$ cat src/rtl/sub_bytes_pkg.sv
// Shared types and constants for the SubBytes reader datapath.
package sub_bytes_pkg;

    localparam int unsigned SB_NBYTES  = 16;
    localparam int unsigned SB_IDX_W   = 4;
    localparam int unsigned SB_STATE_W = 128;

    typedef enum logic [2:0] {
        StWaitRam = 3'd0,
        StIdle    = 3'd1,
        StIssue   = 3'd2,
        StDrain   = 3'd3,
        StHold    = 3'd4
    } sb_state_t;

    // Bit offset of byte idx within a [0:127] state vector.
    function automatic logic [6:0] sb_byte_base(input logic [0:SB_IDX_W-1] idx);
        return {idx, 3'b000};
    endfunction

endpackage

$ cat src/rtl/sbox_rd_tag_pipe.sv
// Depth-stage shift register of {valid, idx} tracking outstanding S-box RAM reads.
module sbox_rd_tag_pipe
    import sub_bytes_pkg::*;
#(
    parameter int unsigned Depth = 1
) (
    input  logic                clk,
    input  logic                reset,
    input  logic                flush,
    input  logic                push_valid,
    input  logic [0:SB_IDX_W-1] push_idx,
    output logic                pop_valid,
    output logic [0:SB_IDX_W-1] pop_idx
);

    logic                valid_q [Depth];
    logic [0:SB_IDX_W-1] idx_q   [Depth];

    always_ff @(posedge clk or negedge reset) begin
        if (!reset) begin
            for (int i = 0; i < Depth; i++) begin
                valid_q[i] <= 1'b0;
                idx_q[i]   <= '0;
            end
        end else if (flush) begin
            for (int i = 0; i < Depth; i++) begin
                valid_q[i] <= 1'b0;
                idx_q[i]   <= '0;
            end
        end else begin
            valid_q[0] <= push_valid;
            idx_q[0]   <= push_idx;
            for (int i = 1; i < Depth; i++) begin
                valid_q[i] <= valid_q[i-1];
                idx_q[i]   <= idx_q[i-1];
            end
        end
    end

    assign pop_valid = valid_q[Depth-1];
    assign pop_idx   = idx_q[Depth-1];

endmodule

$ cat src/rtl/sub_bytes_reader.sv
// SubBytes over 16 sequential S-box RAM lookups, bracketed by two valid/ready handshakes.
// Define SUB_BYTES_DONE_CNT_EN to add the done_count output-handshake counter port.
module sub_bytes_reader
    import sub_bytes_pkg::*;
#(
    parameter int unsigned RD_LAT = 1,
    parameter int unsigned NBYTES = SB_NBYTES
) (
    input  logic                  clk,
    input  logic                  reset,
    input  logic                  ram_ready,
    input  logic                  in_valid,
    output logic                  in_ready,
    input  logic [0:SB_STATE_W-1] in_state,
    output logic                  rd_enable,
    output logic [0:7]            rd_addr,
    input  logic [0:7]            rd_data,
    output logic                  out_valid,
    input  logic                  out_ready,
    output logic [0:SB_STATE_W-1] out_state
`ifdef SUB_BYTES_DONE_CNT_EN
    ,
    output logic [0:15]           done_count
`endif
);

    localparam logic [0:SB_IDX_W-1] LastIdx = SB_IDX_W'(NBYTES - 1);

    sb_state_t             state_q, state_d;
    logic [0:SB_IDX_W-1]   idx_q;
    logic [0:SB_STATE_W-1] in_q;
    logic [0:SB_STATE_W-1] out_q;
    logic                  flush;
    logic                  accept;
    logic                  tag_valid;
    logic [0:SB_IDX_W-1]   tag_idx;

    // Losing the RAM mid-block abandons the block and any reads still in flight.
    assign flush     = (state_q != StWaitRam) && !ram_ready;
    assign in_ready  = (state_q == StIdle);
    assign accept    = in_ready && in_valid;
    assign rd_enable = (state_q == StIssue);
    assign rd_addr   = rd_enable ? in_q[sb_byte_base(idx_q) +: 8] : 8'h00;
    assign out_valid = (state_q == StHold);
    assign out_state = out_q;

    always_comb begin
        state_d = state_q;
        unique case (state_q)
            StWaitRam: if (ram_ready) state_d = StIdle;
            StIdle:    if (in_valid) state_d = StIssue;
            StIssue:   if (idx_q == LastIdx) state_d = StDrain;
            StDrain:   if (tag_valid && (tag_idx == LastIdx)) state_d = StHold;
            StHold:    if (out_ready) state_d = StIdle;
            default:   state_d = StWaitRam;
        endcase
        if (flush) state_d = StWaitRam;
    end

    always_ff @(posedge clk or negedge reset) begin
        if (!reset) begin
            state_q <= StWaitRam;
            idx_q   <= '0;
            in_q    <= '0;
        end else begin
            state_q <= state_d;
            if (flush) begin
                idx_q <= '0;
            end else if (accept) begin
                in_q  <= in_state;
                idx_q <= '0;
            end else if (rd_enable) begin
                idx_q <= idx_q + 1'b1;
            end
        end
    end

    sbox_rd_tag_pipe #(
        .Depth (RD_LAT)
    ) u_tag_pipe (
        .clk        (clk),
        .reset      (reset),
        .flush      (flush),
        .push_valid (rd_enable),
        .push_idx   (idx_q),
        .pop_valid  (tag_valid),
        .pop_idx    (tag_idx)
    );

    always_ff @(posedge clk or negedge reset) begin
        if (!reset) begin
            out_q <= '0;
        end else if (tag_valid && !flush) begin
            out_q[sb_byte_base(tag_idx) +: 8] <= rd_data;
        end
    end

`ifdef SUB_BYTES_DONE_CNT_EN
    logic [0:15] done_cnt_q;

    // Survives ram_ready drops; only reset clears it.
    always_ff @(posedge clk or negedge reset) begin
        if (!reset) begin
            done_cnt_q <= '0;
        end else if (out_valid && out_ready) begin
            done_cnt_q <= done_cnt_q + 16'd1;
        end
    end

    assign done_count = done_cnt_q;
`endif

endmodule
$ cat config.mk
export PLATFORM = sky130hd
export DESIGN_NAME = sub_bytes_reader
export DESIGN_NICKNAME = d
export VERILOG_FILES = /design/src/rtl/sub_bytes_pkg.sv /design/src/rtl/sbox_rd_tag_pipe.sv /design/src/rtl/sub_bytes_reader.sv
export SDC_FILE = /design/constraint.sdc
export NUM_CORES = 1
export LEC_CHECK = 0
export ABC_AREA = 1
export CORE_UTILIZATION = 50
export DETAILED_ROUTE_END_ITERATION = 8
export PLACE_DENSITY = 0.8
export SLEW_MARGIN = 30
export SYNTH_ARGS = -nofsm -noshare
export SYNTH_HDL_FRONTEND = slang
export SYNTH_SLANG_ARGS = --single-unit
$ cat constraint.sdc
create_clock -name clk -period 2.1 [get_ports clk]
set_input_delay 0.42 -clock clk [delete_from_list [all_inputs] [get_ports clk]]
set_output_delay 0.42 -clock clk [all_outputs]
set_load 0.05 [all_outputs]
======== Word level (Yosys, flattened, before mapping) ========
Index checks and enable logic that the tools add are counted.
word-level totals
  input bits .............................. 141
  bits in registers ....................... 268
  logic and storage cells ................. 50
  output and inout bits ................... 139
cells by class
  reduce and logical (&&, ||, !) cells .... 11
  add/subtract/negate cells ............... 2
  eq/ne operators ......................... 11
  bitwise gates (word level) .............. 3
  mux-type cells .......................... 14
  shift-type cells ........................ 3
operators with widths
  kind                         count
  $shift A129 B9 Y128 const A  1
  $shiftx A128 B8 Y129         1
  $shiftx A129 B9 Y128         1
  $bwmux W128                  1
  $mux W3                      6
  $mux W4                      4
  $not A7 Y8                   2
  $pmux W3 S5                  1
  $neg A8 Y9                   1
  $eq A4 B4 Y1 const B         2
  $mux W8                      1
  $eq A3 B2 Y1 const B         2
  $ne A3 B1 Y1 const B         2
  $ne A3 B3 Y1 const B         2
  $reduce_bool A3 Y1           2
  $reduce_and A5 Y1            1
  $add A4 B1 Y4 const B        1
  $logic_and A1 B1 Y1          4
  $eq A3 B1 Y1 const B         1
  $eq A3 B3 Y1 const B         1
  $logic_not A3 Y1             1
  $ne A3 B2 Y1 const B         1
  $logic_not A1 Y1             2
  $reduce_and A2 Y1            1
  other kinds (2)              2

======== Logic depth before layout (Yosys ltp) ========
  depth after elaboration ................. 5
  depth in mapped cells ................... 9
  gate-level depth less buffers ........... 9

======== Hierarchy ========
A second synthesis with hierarchy kept.
second synthesis, totals
  cell total of the unflattened synthesis .. 1,395
  area total of the unflattened synthesis .. 11,726.2 µm²
by module, submodules not included
  module            times used  seq. area each (µm²)  area each (µm²)  cells each
  sub_bytes_reader  1           6,581.3               11,563.6         1,380
  sbox_rd_tag_pipe  1           125.1                 162.7            15

======== Worst setup path before layout ========
OpenSTA, ideal clock, no wires.
  path kind ............................... reg2out
  start point ............................. reg state_q[2]
  end point ............................... out rd_addr[0] (netlist name)
  arrival time ............................ 2.725 ns
  buffers on the path ..................... 0
  data required time ...................... 1.680 ns
  stages on the path, launching flop included .. 6
  slack ................................... -1.045 ns
  cells stage by stage .................... dfrtp_1 > inv_1 > nand2_1 > nor2_1 > clkinv_1 > a21oi_1
on the way
  longest elaborated chain between the ends .. 2
ends and longest elaborated chain
  item                    line                    source
  start, declared         sub_bytes_reader.sv:29  sb_state_t state_q, state_d;
  start signal, assigned  sub_bytes_reader.sv:62  state_q <= StWaitRam;
  start signal, assigned  sub_bytes_reader.sv:66  state_q <= state_d;
  $eq A3 B2 Y1            sub_bytes_reader.sv:42  assign rd_enable = (state_q == StIssue);
  via rd_enable           sub_bytes_reader.sv:15  output logic rd_enable,
  $mux W8                 sub_bytes_reader.sv:43  assign rd_addr = rd_enable ? in_q[sb_byte_base(idx_q) +: 8] : 8'h00;
  end, declared           sub_bytes_reader.sv:16  output logic [0:7] rd_addr,
The timed path passes the listed nets, and every way through them passes these cells.

======== Worst setup path in the final report ========
  start point ............................. reg idx_q[3] (netlist name)
  end point ............................... out rd_addr[7] (netlist name)
on the way
  longest elaborated chain between the ends .. 3
ends and longest elaborated chain
  item                              line                    source
  start, declared                   sub_bytes_reader.sv:30  logic [0:SB_IDX_W-1] idx_q;
  start signal, assigned            sub_bytes_reader.sv:73  idx_q <= idx_q + 1'b1;
  $not A7 Y8 (not written as such)  sub_bytes_reader.sv:43
  $shiftx A128 B8 Y129              sub_bytes_reader.sv:43
  $mux W8                           sub_bytes_reader.sv:43
Every way passes these cells.

==> out/results.ini <==
[worst_setup_path]
required_time_reported_for_the_critical_path_endpoint_ns=1.68
top_delay_family_on_crit_path=buffers and inverters
critical_path.startpoint_type=flop
critPathMaxStageDelay_ns=0.47
crit_buf_inv=3
worst-setup-path-type=reg -> out
worstPathCellList=buf_12 > buf_16 > nor2_1 > nor2_1 > nand2_1 > nand3_1 > nand3_2 > a21oi_4 > buf_12
cp_max_fo=9
worst_path_max_delay_cell=sky130_fd_sc_hd__dfrtp_4
critPathCaptureType=output port
worst-endpoint-arrival_ns=2.18

[cells_and_area]
fill_cells=1634
antennaDiodeCount=0
final_layout_size_suffix_gt1_frac=0.138
layout_overhead_on_the_synthesized_area_pct=42.5
final_cells=1993
num-nets-final=1800

[yosys]
synth_area_per_cell_sq_um=8.54
synth-seq-area-share=0.572
postSynth.asyncResetShare=1.00
syn-cell-area_sq_um=11700
synth.net_count=1513
synth_top_flop_cell=sky130_fd_sc_hd__dfrtp_1
syn_inst=1371
synth_enable_flop_cells=0
synth-seq-cells=268
netlist-cell-type-count=26
yosysWarnings=0

[timing]
finalCriticalPeriod_ns=2.60
rsz0062_at_grt=true
final_max_slew_viol_count=0
finalWorstSetupSlack_ns=-0.500
fin_worst_hold_slack_ns=0.403
maxSlewHeadroom=0.455
achievable-frequency_mhz=385
timing.final.crit_share=1.24
transition_time_at_the_pin_with_the_least_slew_margin_ns=0.811
finalClockSkew_ns=0.0114
finalSetupViolations=8
timing_hold_violations_final=0

[global_route]
global_route_wire_length_before_repair_microns=55600
grt_antenna_before_repair=0
grt_use_total=0.297
first_global_vias=10500
overflow=0
grt_start_max_net_pins=71

[floorplanning]
dieArea_sq_um=24000
floorplan.io_pins=280
dieWidth_microns=155
floorplan.initialDensity=0.514
placementRows=55
placeableCoreArea_sq_um=22800
die_h_microns=155

[place]
quantity_of_i_o_buffers_inserted_on_ports=279
placed_cells_incl_taps=1929
hpwl_microns=23500
finalWeightedCongestion=0.866

[status]
failed_checks=setup timing
status=finished, violations left

[cts]
clock_tree.htree_level_count=1
clk_pin_slew_ns=0.07
clk-insertion-delay-late_ns=0.54
tritoncts=built
clock-sinks=268
clock_root_buffer_master=sky130_fd_sc_hd__clkbuf_16
cts_buffers=28
clock_path_buffers=3

[min_path]
min_path_type=in -> async

[detailed_routing]
first_iter_violations=1018
drt_wl_total_microns=35700
antenna_violating_nets_post_route=0
route.vias.total=10600
total_drc_errors_in_the_routed_layout=0
detail_route.wl_per_cell_microns=17.9
drt-vias-per-instance=5.33
drtPass1Iterations=6

[flow_run]
drv_cap=0

[power_and_ir_drop]
vdd.ir_drop.worst_v=0.000609
power_density_nw_per_um2=1120
leakage_uw=0.00867

flip-flops by register name (all words and copies together) (netlist names):
name / cells
out_state: 128
u_tag_pipe.pop_idx: 4
state_q: 3
idx_q: 4
u_tag_pipe.pop_valid: 1
in_q: 128
logic make-up after synthesis:
family | count (synthesis) | share of synthesized area
flip-flops | 268 | 0.572
buffers and inverters | 227 | 0.0851
adder cells (fa/ha/maj) | 1 | 0.00107
AO/OA/AOI/OAI | 270 | 0.120
XOR/XNOR | 2 | 0.00150
AND/OR/NAND/NOR | 603 | 0.220
layer usage:
layer,vias up,GRT usage,routed length (microns)
met5,-,0,0
met4,0,0.165,1980
met3,134,0.0460,2950
li1,4926,-,-
met2,534,0.497,17200
met1,5031,0.371,13600
through the flow:
stage	setup slack [ns]	power, uW	utilization	cell area, sq um	TNS, ns
final	-0.500	18700	0.733	16700	-3.79
after global routing	-0.538	19600	0.733	16700	-4.17
after CTS	-0.434	18500	0.726	16500	-3.42
after detailed placement	0.0493	12600	0.668	15200	0
after global placement	0.0522	12400	0.668	15200	0
after floorplan	0.0613	10500	-	11800	0
synthesized netlist by cell type, types with 2 or more instances:
library cell | n | area [sq um]
sky130_fd_sc_hd__clkbuf_1 | 27 | 101
sky130_fd_sc_hd__nand3_1 | 89 | 445
sky130_fd_sc_hd__nor3_1 | 7 | 35.0
sky130_fd_sc_hd__clkinv_1 | 4 | 15.0
sky130_fd_sc_hd__o21ai_0 | 85 | 425
sky130_fd_sc_hd__a21oi_1 | 105 | 526
sky130_fd_sc_hd__nor2_1 | 172 | 646
sky130_fd_sc_hd__nand4_1 | 3 | 18.8
sky130_fd_sc_hd__buf_1 | 5 | 18.8
sky130_fd_sc_hd__o21ai_1 | 64 | 320
sky130_fd_sc_hd__nor2_8 | 2 | 40.0
sky130_fd_sc_hd__buf_2 | 30 | 150
sky130_fd_sc_hd__dfrtp_1 | 268 | 6710
sky130_fd_sc_hd__o21ai_2 | 14 | 123
sky130_fd_sc_hd__buf_6 | 14 | 158
sky130_fd_sc_hd__o22ai_1 | 2 | 12.5
sky130_fd_sc_hd__inv_1 | 145 | 544
sky130_fd_sc_hd__nand2_1 | 311 | 1170
sky130_fd_sc_hd__nand2_4 | 17 | 191
worst reg2reg max path, cell delays in order, from the launching register on:
cell	delay [ns]
sky130_fd_sc_hd__dfrtp_1	0.43
sky130_fd_sc_hd__inv_1	0.08
sky130_fd_sc_hd__nor3_1	0.66
sky130_fd_sc_hd__nand2_4	0.24
sky130_fd_sc_hd__nand2_1	0.14
sky130_fd_sc_hd__o21ai_0	0.10
cells in the final DEF, fill, tap and decap left out, types with 10 or more instances in the layout:
cell type / instances
sky130_fd_sc_hd__o21ai_0: 85
sky130_fd_sc_hd__buf_12: 30
sky130_fd_sc_hd__o21ai_1: 64
sky130_fd_sc_hd__inv_1: 143
sky130_fd_sc_hd__nand2_1: 301
sky130_fd_sc_hd__clkinv_2: 10
sky130_fd_sc_hd__buf_4: 23
sky130_fd_sc_hd__clkdlybuf4s50_1: 139
sky130_fd_sc_hd__nor2_1: 163
sky130_fd_sc_hd__a21oi_1: 97
sky130_fd_sc_hd__nand2_4: 17
sky130_fd_sc_hd__nand3_2: 40
sky130_fd_sc_hd__dfrtp_1: 264
sky130_fd_sc_hd__nand2_2: 10
sky130_fd_sc_hd__nand3_1: 46
sky130_fd_sc_hd__o21ai_2: 14
sky130_fd_sc_hd__clkbuf_16: 31
sky130_fd_sc_hd__dlygate4sd2_1: 128
repair_timing:
action,4_1_cts,5_1_grt
hold buffers,1,0
setup endpoints to repair,137,10
resized for setup,188,25
buffers inserted,3,0
pin swaps,24,19
gates cloned,5,3
hold endpoints to repair,49,0
layout make-up:
cell class | instances | area [sq um] | area share
sequential | 268 | 6710 | 0.402
multi-input combinational | 876 | 4400 | 0.263
timing repair buffer | 333 | 3570 | 0.214
clock buffer | 31 | 742 | 0.0444
inverter | 151 | 579 | 0.0347
tap | 313 | 392 | 0.0235
clock inverter | 21 | 302 | 0.0181
worst paths after layout:
check,from,end,slack [ns],cells past startpoint
setup / recovery,idx_q[3],rd_addr[7],-0.50,9
hold / removal,reset,out_state[106],0.40,2
setup reg to reg,u_tag_pipe.pop_idx[2],out_state[119],0.32,5
hold reg to reg,out_state[109],out_state[109],0.48,2
max in group asynchronous,reset,in_q[100],0.96,4
min in group clk,in_state[5],in_q[5],0.43,3
report_power, final:
part | switching [uW] | internal [uW]
Sequential | 571 | 6440
Combinational | 3880 | 2280
Clock | 2130 | 3420
Power figures use the tool's default switching activity.
